==> src/rtl/alu_pkg.sv <==
// Shared definitions for the execute stage: default datapath width, opcode
// encodings and the controller state encoding.
package alu_pkg;

  localparam int unsigned WIDTH = 16;

  localparam logic [2:0] OP_ADD = 3'b000;
  localparam logic [2:0] OP_SUB = 3'b001;
  localparam logic [2:0] OP_AND = 3'b010;
  localparam logic [2:0] OP_OR  = 3'b011;
  localparam logic [2:0] OP_XOR = 3'b100;
  localparam logic [2:0] OP_SHL = 3'b101;
  localparam logic [2:0] OP_MUL = 3'b110;
  localparam logic [2:0] OP_MOV = 3'b111;

  typedef enum logic [0:0] {
    ST_IDLE = 1'b0,
    ST_MUL  = 1'b1
  } state_e;

endpackage

==> src/rtl/alu_exec_mul_iter.sv <==
// Iterative 16-step shift-add multiplier (low WIDTH bits of the product).
// Ports:
//   clk, rst   rising-edge clock, synchronous active-high reset (aborts a run)
//   start      latch a/b, clear accumulator and step counter, begin stepping
//   a, b       operands
//   done       high during the last step; prod is valid in that same cycle
//   prod       accumulator value including the current step
module mul_iter
  import alu_pkg::*;
#(
  parameter int unsigned WIDTH = alu_pkg::WIDTH
) (
  input  logic             clk,
  input  logic             rst,
  input  logic             start,
  input  logic [WIDTH-1:0] a,
  input  logic [WIDTH-1:0] b,
  output logic             done,
  output logic [WIDTH-1:0] prod
);

  logic [WIDTH-1:0] a_q, a_d;
  logic [WIDTH-1:0] b_q, b_d;
  logic [WIDTH-1:0] acc_q, acc_d;
  logic [3:0]       cnt_q, cnt_d;
  logic             run_q, run_d;

  always_comb begin
    a_d   = a_q;
    b_d   = b_q;
    acc_d = acc_q;
    cnt_d = cnt_q;
    run_d = run_q;
    if (start) begin
      a_d   = a;
      b_d   = b;
      acc_d = '0;
      cnt_d = '0;
      run_d = 1'b1;
    end else if (run_q) begin
      if (b_q[0]) begin
        acc_d = acc_q + a_q;
      end
      a_d   = a_q << 1;
      b_d   = b_q >> 1;
      cnt_d = cnt_q + 4'd1;
      if (cnt_q == 4'd15) begin
        run_d = 1'b0;
      end
    end
  end

  // The consumer registers prod on the done edge, so expose the post-step sum.
  assign done = run_q && (cnt_q == 4'd15) && !start;
  assign prod = acc_d;

  always_ff @(posedge clk) begin
    if (rst) begin
      a_q   <= '0;
      b_q   <= '0;
      acc_q <= '0;
      cnt_q <= '0;
      run_q <= 1'b0;
    end else begin
      a_q   <= a_d;
      b_q   <= b_d;
      acc_q <= acc_d;
      cnt_q <= cnt_d;
      run_q <= run_d;
    end
  end

endmodule

==> src/rtl/alu_exec.sv <==
// Execute stage: single-cycle ADD/SUB/AND/OR/XOR/SHL/MOV plus a 16-cycle
// iterative MUL. Results are registered and strobed for write-back.
// Ports:
//   clk, rst      rising-edge clock, synchronous active-high reset
//   en_in         operand-valid strobe (ignored while busy)
//   op, rd_sel    opcode and destination register index
//   alu_a, alu_b  operands
//   busy          multiply in progress
//   en_out        one-cycle result-valid strobe
//   alu_out       result, held between strobes
//   reg_en        one-hot write enable, only during en_out
//   zf, cf        zero / carry flags, updated only on en_out cycles
module alu_exec
  import alu_pkg::*;
#(
  parameter int unsigned WIDTH = alu_pkg::WIDTH
) (
  input  logic             clk,
  input  logic             rst,
  input  logic             en_in,
  input  logic [2:0]       op,
  input  logic [1:0]       rd_sel,
  input  logic [WIDTH-1:0] alu_a,
  input  logic [WIDTH-1:0] alu_b,
  output logic             busy,
  output logic             en_out,
  output logic [WIDTH-1:0] alu_out,
  output logic [3:0]       reg_en,
  output logic             zf,
  output logic             cf
);

  state_e           state_q, state_d;
  logic [1:0]       rd_q, rd_d;
  logic             en_out_q, en_out_d;
  logic [WIDTH-1:0] alu_out_q, alu_out_d;
  logic [3:0]       reg_en_q, reg_en_d;
  logic             zf_q, zf_d;
  logic             cf_q, cf_d;

  logic             mul_start;
  logic             mul_done;
  logic [WIDTH-1:0] mul_prod;

  logic [WIDTH-1:0]   sc_res;
  logic               sc_cf;
  logic [WIDTH:0]     add_w;
  logic [WIDTH:0]     sub_w;
  logic [2*WIDTH-1:0] shl_w;

  mul_iter #(
    .WIDTH(WIDTH)
  ) u_mul_iter (
    .clk  (clk),
    .rst  (rst),
    .start(mul_start),
    .a    (alu_a),
    .b    (alu_b),
    .done (mul_done),
    .prod (mul_prod)
  );

  // Single-cycle datapath. Widened forms expose carry, borrow and the last
  // bit shifted out at bit WIDTH.
  always_comb begin
    add_w  = {1'b0, alu_a} + {1'b0, alu_b};
    sub_w  = {1'b0, alu_a} - {1'b0, alu_b};
    shl_w  = {{WIDTH{1'b0}}, alu_a} << alu_b[3:0];
    sc_res = '0;
    sc_cf  = 1'b0;
    case (op)
      OP_ADD: begin
        sc_res = add_w[WIDTH-1:0];
        sc_cf  = add_w[WIDTH];
      end
      OP_SUB: begin
        sc_res = sub_w[WIDTH-1:0];
        sc_cf  = sub_w[WIDTH];
      end
      OP_AND: sc_res = alu_a & alu_b;
      OP_OR:  sc_res = alu_a | alu_b;
      OP_XOR: sc_res = alu_a ^ alu_b;
      OP_SHL: begin
        sc_res = shl_w[WIDTH-1:0];
        sc_cf  = shl_w[WIDTH];
      end
      OP_MOV:  sc_res = alu_b;
      default: sc_res = '0;
    endcase
  end

  always_comb begin
    state_d   = state_q;
    rd_d      = rd_q;
    en_out_d  = 1'b0;
    reg_en_d  = 4'b0000;
    alu_out_d = alu_out_q;
    zf_d      = zf_q;
    cf_d      = cf_q;
    mul_start = 1'b0;
    case (state_q)
      ST_IDLE: begin
        if (en_in) begin
          if (op == OP_MUL) begin
            mul_start = 1'b1;
            rd_d      = rd_sel;
            state_d   = ST_MUL;
          end else begin
            en_out_d  = 1'b1;
            reg_en_d  = 4'b0001 << rd_sel;
            alu_out_d = sc_res;
            zf_d      = (sc_res == '0);
            cf_d      = sc_cf;
          end
        end
      end
      ST_MUL: begin
        // en_in is deliberately not looked at here: no queuing while busy.
        if (mul_done) begin
          en_out_d  = 1'b1;
          reg_en_d  = 4'b0001 << rd_q;
          alu_out_d = mul_prod;
          zf_d      = (mul_prod == '0);
          cf_d      = 1'b0;
          state_d   = ST_IDLE;
        end
      end
      default: state_d = ST_IDLE;
    endcase
  end

  always_ff @(posedge clk) begin
    if (rst) begin
      state_q   <= ST_IDLE;
      rd_q      <= '0;
      en_out_q  <= 1'b0;
      alu_out_q <= '0;
      reg_en_q  <= 4'b0000;
      zf_q      <= 1'b0;
      cf_q      <= 1'b0;
    end else begin
      state_q   <= state_d;
      rd_q      <= rd_d;
      en_out_q  <= en_out_d;
      alu_out_q <= alu_out_d;
      reg_en_q  <= reg_en_d;
      zf_q      <= zf_d;
      cf_q      <= cf_d;
    end
  end

  assign busy    = (state_q == ST_MUL);
  assign en_out  = en_out_q;
  assign alu_out = alu_out_q;
  assign reg_en  = reg_en_q;
  assign zf      = zf_q;
  assign cf      = cf_q;

endmodule
==> config.mk <==
export PLATFORM = sky130hd
export DESIGN_NAME = alu_exec
export DESIGN_NICKNAME = d
export VERILOG_FILES = /design/src/rtl/alu_pkg.sv /design/src/rtl/alu_exec_mul_iter.sv /design/src/rtl/alu_exec.sv
export SDC_FILE = /design/constraint.sdc
export NUM_CORES = 1
export LEC_CHECK = 0
export CAP_MARGIN = 5
export CORE_MARGIN = 2
export CORE_UTILIZATION = 46
export DETAILED_ROUTE_END_ITERATION = 10
export GPL_TIMING_DRIVEN = 1
export PLACE_DENSITY = 0.66
export SLEW_MARGIN = 20
export SYNTH_ARGS = -nofsm -noshare
export SYNTH_HDL_FRONTEND = slang
export SYNTH_SLANG_ARGS = --single-unit
export TNS_END_PERCENT = 20
==> constraint.sdc <==
create_clock -name clk -period 13.2 [get_ports clk]
set_clock_uncertainty 0.2 [all_clocks]
set_input_delay 3.3 -clock clk [delete_from_list [all_inputs] [get_ports clk]]
set_output_delay 3.3 -clock clk [all_outputs]
set_load 0.05 [all_outputs]
# Word-level counts from Yosys, hierarchy flattened
# Index checks and enable logic that the tools add are counted.
[word_totals]
register_bits = 79
[classes]
addsub = 4
eq_ne = 11
shift = 3
muxes = 37
n_bitwise = 4
reduce_logical = 10
[op_table]
columns = ["op", "n"]
rows = [
  ["$mux 16", 10],
  ["$pmux 16 s7", 1],
  ["$logic_not 16->1", 2],
  ["$pmux 16 s2", 1],
  ["$add 16x16->17", 1],
  ["$shl 16x4->17", 1],
  ["$sub 16x16->17", 1],
  ["$add 16x16->16", 1],
  ["$and 16x16->16", 1],
  ["$mux 1", 16],
  ["$or 16x16->16", 1],
  ["$xor 16x16->16", 1],
  ["$eq 3x3->1 const B", 4],
  ["$mux 4", 3],
  ["$pmux 1 s2", 4],
  ["$pmux 4 s2", 1],
  ["$shl 1x2->4 const A", 2],
  ["$eq 3x2->1 const B", 2],
  ["$reduce_and 3->1", 2],
  ["$add 4x1->4 const B", 1],
  ["$eq 4x4->1 const B", 1],
  ["$ne 2x2->1 const B", 2],
  ["$eq 3x1->1 const B", 1],
  ["$logic_not 3->1", 1],
  ["7 further kinds", 8],
]

# Depth between registers and ports, before layout
# Gate-level depths: netlist of the first run.
[depth]
ltp_word = 8
mapped_depth = 14
ltp_nobuf = 14

# Hierarchy
# A second synthesis of the first run with hierarchy kept.
[unflattened]
hier_cells = 1045
hier_area_um2 = 7937.6
[by_module_without_submodules]
columns = ["module", "instances", "cells_each", "area_per_inst_um2", "seq_area_each_um2"]
rows = [
  ["alu_exec", 1, 638, 4712.0, 520.5],
  ["mul_iter", 1, 407, 3225.6, 1061.0],
]

# Worst setup path after synthesis of the first run
# OpenSTA, ideal clock, no wires.
[synth_timing]
path_kind = "input to register"
start = "in alu_b[1]"
end = "reg zf_q, in the netlist zf"
t_arrival_ns = 6.279
t_required_ns = 12.938
path_slack_ns = 6.659
stages = 14
path_cell_list = "buf_2 > inv_2 > buf_2 > ha_1 > a211oi_1 > o21ai_1 > o21ai_1 > o21ai_0 > a221o_1 > a2111oi_0 > nand4_1 > nor4_2 > or4b_1 > nand3_1"
[synth_between]
elab_chain_cells = 6
word_cells_on_any_way = 11
cone_classes = "add/sub: 2; shift: 1; mux: 4; bitwise: 3; reduce/logical: 1"
[synth_rtl]
columns = ["element", "line", "source"]
rows = [
  ["start: declaration", "alu_exec.sv:24", "input logic [WIDTH-1:0] alu_b,"],
  ["$sub 16x16->17 (tied with other cells)", "alu_exec.sv:67", "sub_w = {1'b0, alu_a} - {1'b0, alu_b};"],
  ["$pmux 16 s7 (*)", "alu_exec.sv:71", "case (op)"],
  ["$logic_not 16->1 (*)", "alu_exec.sv:112", "zf_d = (sc_res == '0);"],
  ["$mux 1 (*)", "alu_exec.sv:104", "if (op == OP_MUL) begin"],
  ["$mux 1 (*)", "alu_exec.sv:103", "if (en_in) begin"],
  ["$pmux 1 s2 (*)", "alu_exec.sv:101", "case (state_q)"],
  ["end signal: assignment", "alu_exec.sv:147", "zf_q <= zf_d;"],
  ["end: declaration", "alu_exec.sv:38", "logic zf_q, zf_d;"],
]
# Mark *: on every way between the ends. The rest lies on a longest branch, timed or not. The select of a mux whose other input is x is not followed.
# A chain may end at the register's enable or synchronous reset.

# Worst setup path after layout of the first run
# Ends and elaborated chain as after synthesis.

==> impl_metrics.csv, run 1 <==
group,metric,value,unit
run_status,status,"complete, no violations",
setup_path,path_class,"primary input to register",
floorplan,core.rowCount,46,
cells_and_area,final_common_cell,"nor2_1",
logic_synthesis,ys_seq_area_share,21.3,%
sta,worst_pin_slew,1.05,ns
run,maxCapViolations,0,
sta,final-setup-viol-count,0,
drt,drtIter0Drc,743,
cells_and_area,num_antenna_cells,0,
place,port_buffers,63,
sta,relSlewSlack,29.5,%
floorplan,start_util,46.9,%
clock_tree,clock_path_buffers,2,
clock_tree,cts_tree,"built",
logic_synthesis,synth-seq-cells,79,
sta,drv_slew,0,
floorplan,dieHeight,131,µm
clock_tree,cts-htree-levels,3,
logic_synthesis,async_flop_share,0,%
setup_path,cpPeakStageDelay,0.93,ns
sta,fin_crit,7.84,ns
global_route,grt_pass1_vias,6792,
global_route,grt_use_total,30.9,%
logic_synthesis,synth_nets,1081,
cells_and_area,final_nets,1106,
logic_synthesis,synth_edf_count,0,
setup_path,slowest_stage,"clkdlybuf4s50_1",
global_route,grt_max_degree,71,
logic_synthesis,netlist_area,7420,µm²
logic_synthesis,synth_warnings,0,
sta,timing.fmax,127,MHz
clock_tree,cts.repair.resized,0,
clock_tree,cts.sinks,79,
place,place_congestion,0.955,
logic_synthesis,yosysTopAreaCell,"dfxtp_1",
place,place_ws,5.09,ns
setup_path,start_kind,"primary input",
drt,wl,26100,µm
sta,fin_crit_sh,59.4,%
sta,setup_slack,5.36,ns
power_and_ir_drop,ir_drop,0.0000667,V
floorplan,fp.dieW,131,µm
global_route,gr-total-overflow,0,
global_route,grt_pass1_wl,39700,µm
sta,fin_setup_tns,0,ns
setup_path,startpoint,"alu_b[1]",
setup_path,setup.worst_path.end,"zf",
logic_synthesis,syn_inst,970,
logic_synthesis,ys.flop_type,"dfxtp_1",
setup_path,crit_arrival,7.94,ns
cells_and_area,drive_gt1_share,5.80,%
setup_path,cp.required,13.30,ns
floorplan,die_area,17200,µm²
clock_tree,ctsHoldBuffers,0,
logic_synthesis,syn_avg_cell_area,7.65,µm²
floorplan,io_pins,64,
setup_path,r2r-start,"u_mul_iter.run_q",
drt,drtPass1Iterations,5,
setup_path,worst-path-stages,13,
logic_synthesis,yosys.area.top_type_share,21.3,%
setup_path,cp_num_buf_inv,2,
cells_and_area,layout_common_cells,"nor2_1, dfxtp_1, nand2_1",
sta,final-hold-violation-count,0,
hold_path,hold_path.class,"register to register",
place,dpl_cell_area,8150,µm²
cells_and_area,fin_cells,1216,
logic_synthesis,synthTopCellsByArea,"dfxtp_1, ha_1, mux2i_1, nor2_1, a211oi_1",
logic_synthesis,synth_cell_types,76,
clock_tree,cts_buffers,9,
setup_path,cpMostUsedCell,"o21ai_1",
setup_path,crit_family,"compound AO/OA/AOI/OAI gates",
setup_path,rr_endpoint,"zf",
cells_and_area,final_area,8490,µm²
cells_and_area,syn2layout_area_growth,14.4,%
drt,drtAntennaViolNets,0,
clock_tree,worstSkewPairLatency,0.36,ns
clock_tree,cts-root-buf,"clkbuf_16",
place,placed_cells,1200,
power_and_ir_drop,p_leak,3.38,nW
drt,num_vias,7482,
drt,drc_errors,0,
global_route,antenna_found_initial,0,
power_and_ir_drop,powerDensity,93.4,nW/µm²
clock_tree,clk_pin_slew,0.06,ns
place,dp_hpwl,19400,µm
drt,routed_via_density,6.15,
setup_path,crit_fanout,16,
sta,grt_setup_unrepaired,"false",
setup_path,ff2ff_setup_slack,9.35,ns
clock_tree,cts_setup_buffers,0,
setup_path,worstPathCellList,"clkdlybuf4s50_1, inv_2, ha_1, a211oi_1, o21ai_1, o21ai_1, o21ai_0, a221o_1, a2111oi_0, nand4_1, nor4_2, or4b_1, nand3_1",
floorplan,core_area,15800,µm²
drt,wl_per_cell,21.4,µm
setup_path,crit_path_end_kind,"register",
setup_path,r2r_cells,12,
-- tightest hold or removal path: cells and delay by family (launching register included) --
family / cells / cell delay [ns]
compound gates: 1 / 0.05
flops: 1 / 0.31
simple gates: 1 / 0.05
-- layer usage --
layer / up-vias / wire (µm) / GRT usage, %
met5: - / 0 / 0
met4: 0 / 1170 / 15.5
met3: 53 / 1710 / 5.58
met2: 300 / 11500 / 47.9
met1: 3517 / 11700 / 41.3
li1: 3612 / - / -
-- cell usage after synthesis, drive strengths merged (7+ instances only) --
master / number
mux2: 12
a22oi: 14
nor2: 126
dfxtp: 79
o211ai: 16
o221ai: 10
o21ai: 44
inv: 54
clkbuf: 42
nand4: 9
ha: 68
a21oi: 75
nor3: 29
buf: 18
nand3: 18
a31oi: 7
o22ai: 9
nand2b: 8
a211o: 10
a211oi: 50
nand2: 75
mux2i: 59
xnor2: 14
nor2b: 9
-- per-stage QoR --
step	utilization [%]	total power, W	hold slack, ns
floorplan	-	0.000413	0.261
CTS	53.7	0.000791	0.254
finish	53.6	0.000793	0.252
global route	53.6	0.000825	0.271
detailed placement	51.5	0.000490	0.247
global placement	51.5	0.000492	0.242
-- where the power goes --
part / internal [W] / switching [W] / leakage, nW / total (W)
clock network: 0.000187 / 0.000115 / 0.168 / 0.000302
registers: 0.000248 / 0.00000627 / 0.643 / 0.000254
logic: 0.0000847 / 0.000151 / 2.57 / 0.000236
-- flip-flops by register name, summed over array words and instances, names as in the netlist --
signal            cells
u_mul_iter.run_q      1
u_mul_iter.b_q       16
rd_q                  2
en_out                1
u_mul_iter.a_q       16
u_mul_iter.cnt_q      4
alu_out              16
cf                    1
busy                  1
u_mul_iter.acc_q     16
zf                    1
reg_en                4
-- cell families (layout without fill, tap and decap cells) --
family	count (synthesis)	in the layout	share of synthesized area, %
DFF	79	79	21.3
buffers and inverters	114	144	6.11
adders and majority gates	71	71	12.3
AOI/OAI and AO/OA	294	294	26.9
xor gates and xnor gates	20	20	2.36
muxes	76	76	11.5
and+or+nand+nor	316	316	19.6
-- how the worst min path moves through the flow --
stage	from	endpoint	slack [ns]	cells after the start
2_1_floorplan	u_mul_iter.b_q[15]	u_mul_iter.b_q[15]	0.26	2
3_3_place_gp	alu_out[12]	alu_out[12]	0.24	2
3_5_place_dp	alu_out[12]	alu_out[12]	0.25	2
4_1_cts	alu_out[12]	alu_out[12]	0.25	2
5_1_grt	alu_out[15]	alu_out[15]	0.27	2
6_report	alu_out[12]	alu_out[12]	0.25	2
-- cell type report --
class	instances	area [µm²]
fillers	1513	7340
clock inverters	6	116
inverters	54	203
well taps	216	270
clock buffers	10	229
repair buffers	74	698
flip-flops and latches	79	1580
multi-input cells	777	5390
No activity file was read; power rests on OpenSTA's default activity.
==> run 2: changes to the inputs <==
clock period = 7.3 ns   (was 13.2 ns; I/O delays follow)
==> impl_metrics.csv, run 2 (same netlist as run 1, synthesis figures left out) <==
group,metric,value,unit
clock_tree,cts_setup_buffers,0,
floorplan,start_util,46.9,%
setup_path,r2r_cells,8,
drt,routed_via_density,6.13,
setup_path,worst-path-stages,15,
global_route,grt_pass1_vias,6978,
setup_path,cp.required,7.38,ns
clock_tree,clock_path_buffers,2,
setup_path,rr_endpoint,"zf",
global_route,grt_max_degree,71,
sta,final-setup-viol-count,0,
setup_path,worstPathCellList,"clkdlybuf4s50_1, buf_4, ha_1, inv_1, fa_1, nor2b_1, o2111ai_1, a211oi_1, or4_1, nand4_1, a2111oi_0, nand4_1, nor4_2, or4b_1, nand3_1",
clock_tree,worstSkewPairLatency,0.35,ns
setup_path,ff2ff_setup_slack,3.63,ns
sta,worst_pin_slew,0.913,ns
clock_tree,ctsHoldBuffers,0,
clock_tree,cts.sinks,79,
drt,wl_per_cell,21.2,µm
cells_and_area,final_common_cell,"nor2_1",
setup_path,crit_family,"simple AND/OR/NAND/NOR gates",
sta,timing.fmax,165,MHz
setup_path,cpMostUsedCell,"nand4_1",
place,port_buffers,63,
drt,num_vias,7508,
drt,drtAntennaViolNets,0,
cells_and_area,num_antenna_cells,0,
place,place_congestion,1.00,
floorplan,core_area,15800,µm²
drt,wl,25900,µm
drt,drtPass1Iterations,5,
setup_path,cpPeakStageDelay,0.48,ns
setup_path,cp_num_buf_inv,3,
setup_path,path_class,"primary input to register",
power_and_ir_drop,p_leak,3.38,nW
setup_path,crit_fanout,25,
setup_path,r2r-start,"u_mul_iter.run_q",
sta,setup_slack,1.22,ns
clock_tree,cts-htree-levels,3,
cells_and_area,final_nets,1114,
run_status,status,"complete, no violations",
global_route,grt_use_total,30.8,%
floorplan,core.rowCount,46,
clock_tree,cts.repair.resized,0,
setup_path,crit_arrival,6.15,ns
hold_path,whs_endpoint,"cf",
floorplan,io_pins,64,
floorplan,die_area,17200,µm²
global_route,grt_pass1_wl,40300,µm
place,place_ws,1.08,ns
sta,fin_crit_sh,83.2,%
cells_and_area,layout_common_cells,"nor2_1, dfxtp_1, nand2_1",
run,maxCapViolations,0,
floorplan,dieHeight,131,µm
cells_and_area,final_util,53.6,%
sta,final-hold-violation-count,0,
sta,grt_setup_unrepaired,"false",
global_route,antenna_found_initial,0,
power_and_ir_drop,powerDensity,156,nW/µm²
clock_tree,cts_buffers,9,
clock_tree,cts_tree,"built",
setup_path,start_kind,"primary input",
sta,relSlewSlack,39.1,%
setup_path,slowest_stage,"a211oi_1",
drt,drc_errors,0,
global_route,gr-total-overflow,0,
cells_and_area,drive_gt1_share,6.45,%
sta,drv_slew,0,
place,dp_hpwl,19500,µm
cells_and_area,syn2layout_area_growth,14.4,%
power_and_ir_drop,ir_drop,0.000105,V
hold_path,hold_path.class,"register to register",
clock_tree,cts-root-buf,"clkbuf_16",
drt,drtIter0Drc,868,
sta,fin_setup_tns,0,ns
floorplan,fp.dieW,131,µm
hold_path,hold_start,"cf",
sta,fin_crit,6.08,ns
hold_path,hold_depth,2,
setup_path,crit_path_end_kind,"register",
clock_tree,clk_pin_slew,0.06,ns
run 2: power by group:
part | internal, W | switching [W] | leakage (nW)
Clock | 0.000239 | 0.000191 | 0.132
Combinational | 0.000156 | 0.000274 | 2.61
Sequential | 0.000448 | 0.0000113 | 0.643
Total | 0.000843 | 0.000476 | 3.38
run 2: worst max-delay path by stage:
stage                   from  endpoint
floorplan           alu_b[1]        zf
global placement    alu_b[0]        zf
detailed placement  alu_b[2]        zf
CTS                 alu_b[2]        zf
global route        alu_b[2]        zf
finish              alu_b[0]        zf
run 2: worst register-to-register path, stage by stage, from the launching register on:
cell,delay [ns]
dfxtp_2,0.31
buf_4,0.54
and2_0,0.84
mux2i_1,0.58
nor2_1,0.07
or4_1,0.49
nor4bb_1,0.27
nand4b_1,0.17
nand3_1,0.13
run 2: cell type report:
| type | count | area [µm²] |
|---|---|---|
| timing repair buffer | 82 | 763 |
| multi-input combinational | 777 | 5390 |
| fill | 1556 | 7340 |
| inverter | 54 | 203 |
| clock buffer | 11 | 243 |
| tap | 216 | 270 |
| sequential | 79 | 1580 |
| clock inverter | 5 | 33.8 |
run 2: through the flow:
stage | hold slack (ns) | power (W) | cells | instance area, µm²
floorplan | 0.261 | 0.000746 | 970 | 7420
global placement | 0.240 | 0.000892 | 1208 | 8210
detailed placement | 0.244 | 0.000888 | 1208 | 8210
CTS | 0.255 | 0.00132 | 1224 | 8480
global route | 0.266 | 0.00138 | 1224 | 8480
finish | 0.249 | 0.00132 | 1224 | 8480
run 2: layer usage:
layer | up-vias | wire length [µm] | track usage [%]
met3 | 42 | 1580 | 3.95
met1 | 3520 | 12000 | 43.3
li1 | 3637 | - | -
met5 | - | 0 | 0
met4 | 0 | 678 | 9.57
met2 | 309 | 11700 | 48.9
==> run 3: changes to the inputs <==
clock period = 5.9 ns   (was 7.3 ns; I/O delays follow)
==> impl_metrics.csv, run 3 (same netlist as run 1, synthesis figures left out) <==
group,metric,value,unit
run_status,status,"complete, no violations",
clock_tree,cts_tree,"built",
sta,worst_pin_slew,0.977,ns
setup_path,slowest_stage,"a2111oi_0",
clock_tree,cts-htree-levels,3,
floorplan,start_util,46.9,%
drt,wl,25100,µm
hold_path,hold_path.class,"register to register",
clock_tree,cts-root-buf,"clkbuf_16",
floorplan,dieHeight,131,µm
power_and_ir_drop,powerDensity,200,nW/µm²
clock_tree,cts.repair.resized,0,
floorplan,core_area,15800,µm²
place,place_congestion,1.01,
drt,drtPass1Iterations,5,
clock_tree,clk_pin_slew,0.07,ns
cells_and_area,final_nets,1133,
sta,drv_slew,0,
power_and_ir_drop,p_leak,3.50,nW
cells_and_area,layout_common_cells,"nor2_1, dfxtp_1, nand2_1",
global_route,grt_max_degree,70,
global_route,grt_use_total,29.9,%
floorplan,die_area,17200,µm²
sta,fin_crit,5.45,ns
sta,relSlewSlack,34.7,%
sta,fin_setup_tns,0,ns
cells_and_area,syn2layout_area_growth,16.9,%
sta,grt_setup_unrepaired,"false",
global_route,antenna_found_initial,0,
setup_path,crit_fanout,7,
setup_path,crit_path_end_kind,"register",
sta,timing.fmax,183,MHz
setup_path,worstPathCellList,"clkdlybuf4s50_1, inv_1, ha_1, inv_1, fa_1, nor2b_1, o21ai_1, a2111oi_0, nor3_1, a211o_1, a32oi_1, nand4_1, nor4_2, or4b_1, nand3_1",
floorplan,fp.dieW,131,µm
clock_tree,cts_setup_buffers,0,
place,dp_hpwl,19300,µm
setup_path,cp.required,5.99,ns
setup_path,crit_family,"compound AO/OA/AOI/OAI gates",
global_route,grt_pass1_vias,7057,
floorplan,core.rowCount,46,
drt,num_vias,7643,
global_route,gr-total-overflow,0,
place,dpl_cell_area,8350,µm²
cells_and_area,fill_cells,1548,
setup_path,cpMostUsedCell,"inv_1",
setup_path,cpPeakStageDelay,0.71,ns
clock_tree,clock_path_buffers,2,
cells_and_area,drive_gt1_share,8.18,%
cells_and_area,final_common_cell,"nor2_1",
place,port_buffers,63,
sta,final-setup-viol-count,0,
drt,routed_via_density,6.15,
setup_path,crit_arrival,5.55,ns
cells_and_area,final_area,8670,µm²
drt,drtIter0Drc,820,
clock_tree,ctsHoldBuffers,0,
setup_path,path_class,"primary input to register",
floorplan,io_pins,64,
drt,wl_per_cell,20.2,µm
power_and_ir_drop,ir_drop,0.000152,V
clock_tree,cts_buffers,9,
setup_path,start_kind,"primary input",
clock_tree,cts.sinks,79,
clock_tree,worstSkewPairLatency,0.35,ns
sta,fin_crit_sh,92.4,%
drt,drtAntennaViolNets,0,
setup_path,cp_num_buf_inv,3,
drt,drc_errors,0,
run,maxCapViolations,0,
sta,final-hold-violation-count,0,
global_route,grt_pass1_wl,39500,µm
cells_and_area,num_antenna_cells,0,
==> run 3: changes by cell type in the layout (fill, tap and decap cells not counted) <==
cell	before	now
bufinv_16	0	2
clkinvlp_4	2	1
buf_4	19	38
clkinv_2	2	1
==> run 3: final timing paths <==
path,cells past startpoint,endpoint,start,slack [ns]
hold / removal,2,alu_out[10],alu_out[10],0.25
setup / recovery,15,zf,alu_a[0],0.45
hold reg to reg,2,alu_out[10],alu_out[10],0.25
setup reg to reg,12,zf,u_mul_iter.a_q[0],2.25
==> run 3: tightest hold or removal path: stages, from the launching register on <==
cell,delay [ns]
dfxtp_1,0.31
nand2_1,0.05
a21oi_1,0.05
==> run 3: where the power goes <==
part	switching (W)	internal, W
clock	0.000246	0.000383
combinational	0.000336	0.000203
sequential	0.0000169	0.000555
total	0.000599	0.00114
==> run 3: area by class of cell <==
class                   instances  area (µm²)  share of cell area [%]
flip-flops and latches         79        1580                    18.2
well taps                     216         270                    3.12
clock buffers                  11         243                    2.80
repair buffers                101         906                    10.4
multi-input cells             777        5390                    62.1
clock inverters                 5        81.3                   0.938
inverters                      54         203                    2.34
==> run 3: routing by layer <==
metal	global-route usage, %	up-vias	routed length (µm)
met3	5.21	62	1750
li1	-	3668	-
met2	45.5	338	10800
met1	41.6	3575	11400
met5	0	-	0
met4	13.1	0	1090
==> run 3: through the flow <==
stage               hold WS (ns)  total power (W)  std cells  utilization [%]  worst slack, ns
detailed placement         0.246          0.00111       1227             52.8            0.201
finish                     0.250          0.00174       1243             54.8            0.446
global route               0.274          0.00181       1243             54.8            0.113
global placement           0.245          0.00111       1227             52.8            0.357
CTS                        0.253          0.00174       1243             54.8            0.542
floorplan                  0.261         0.000923        970                -             1.18
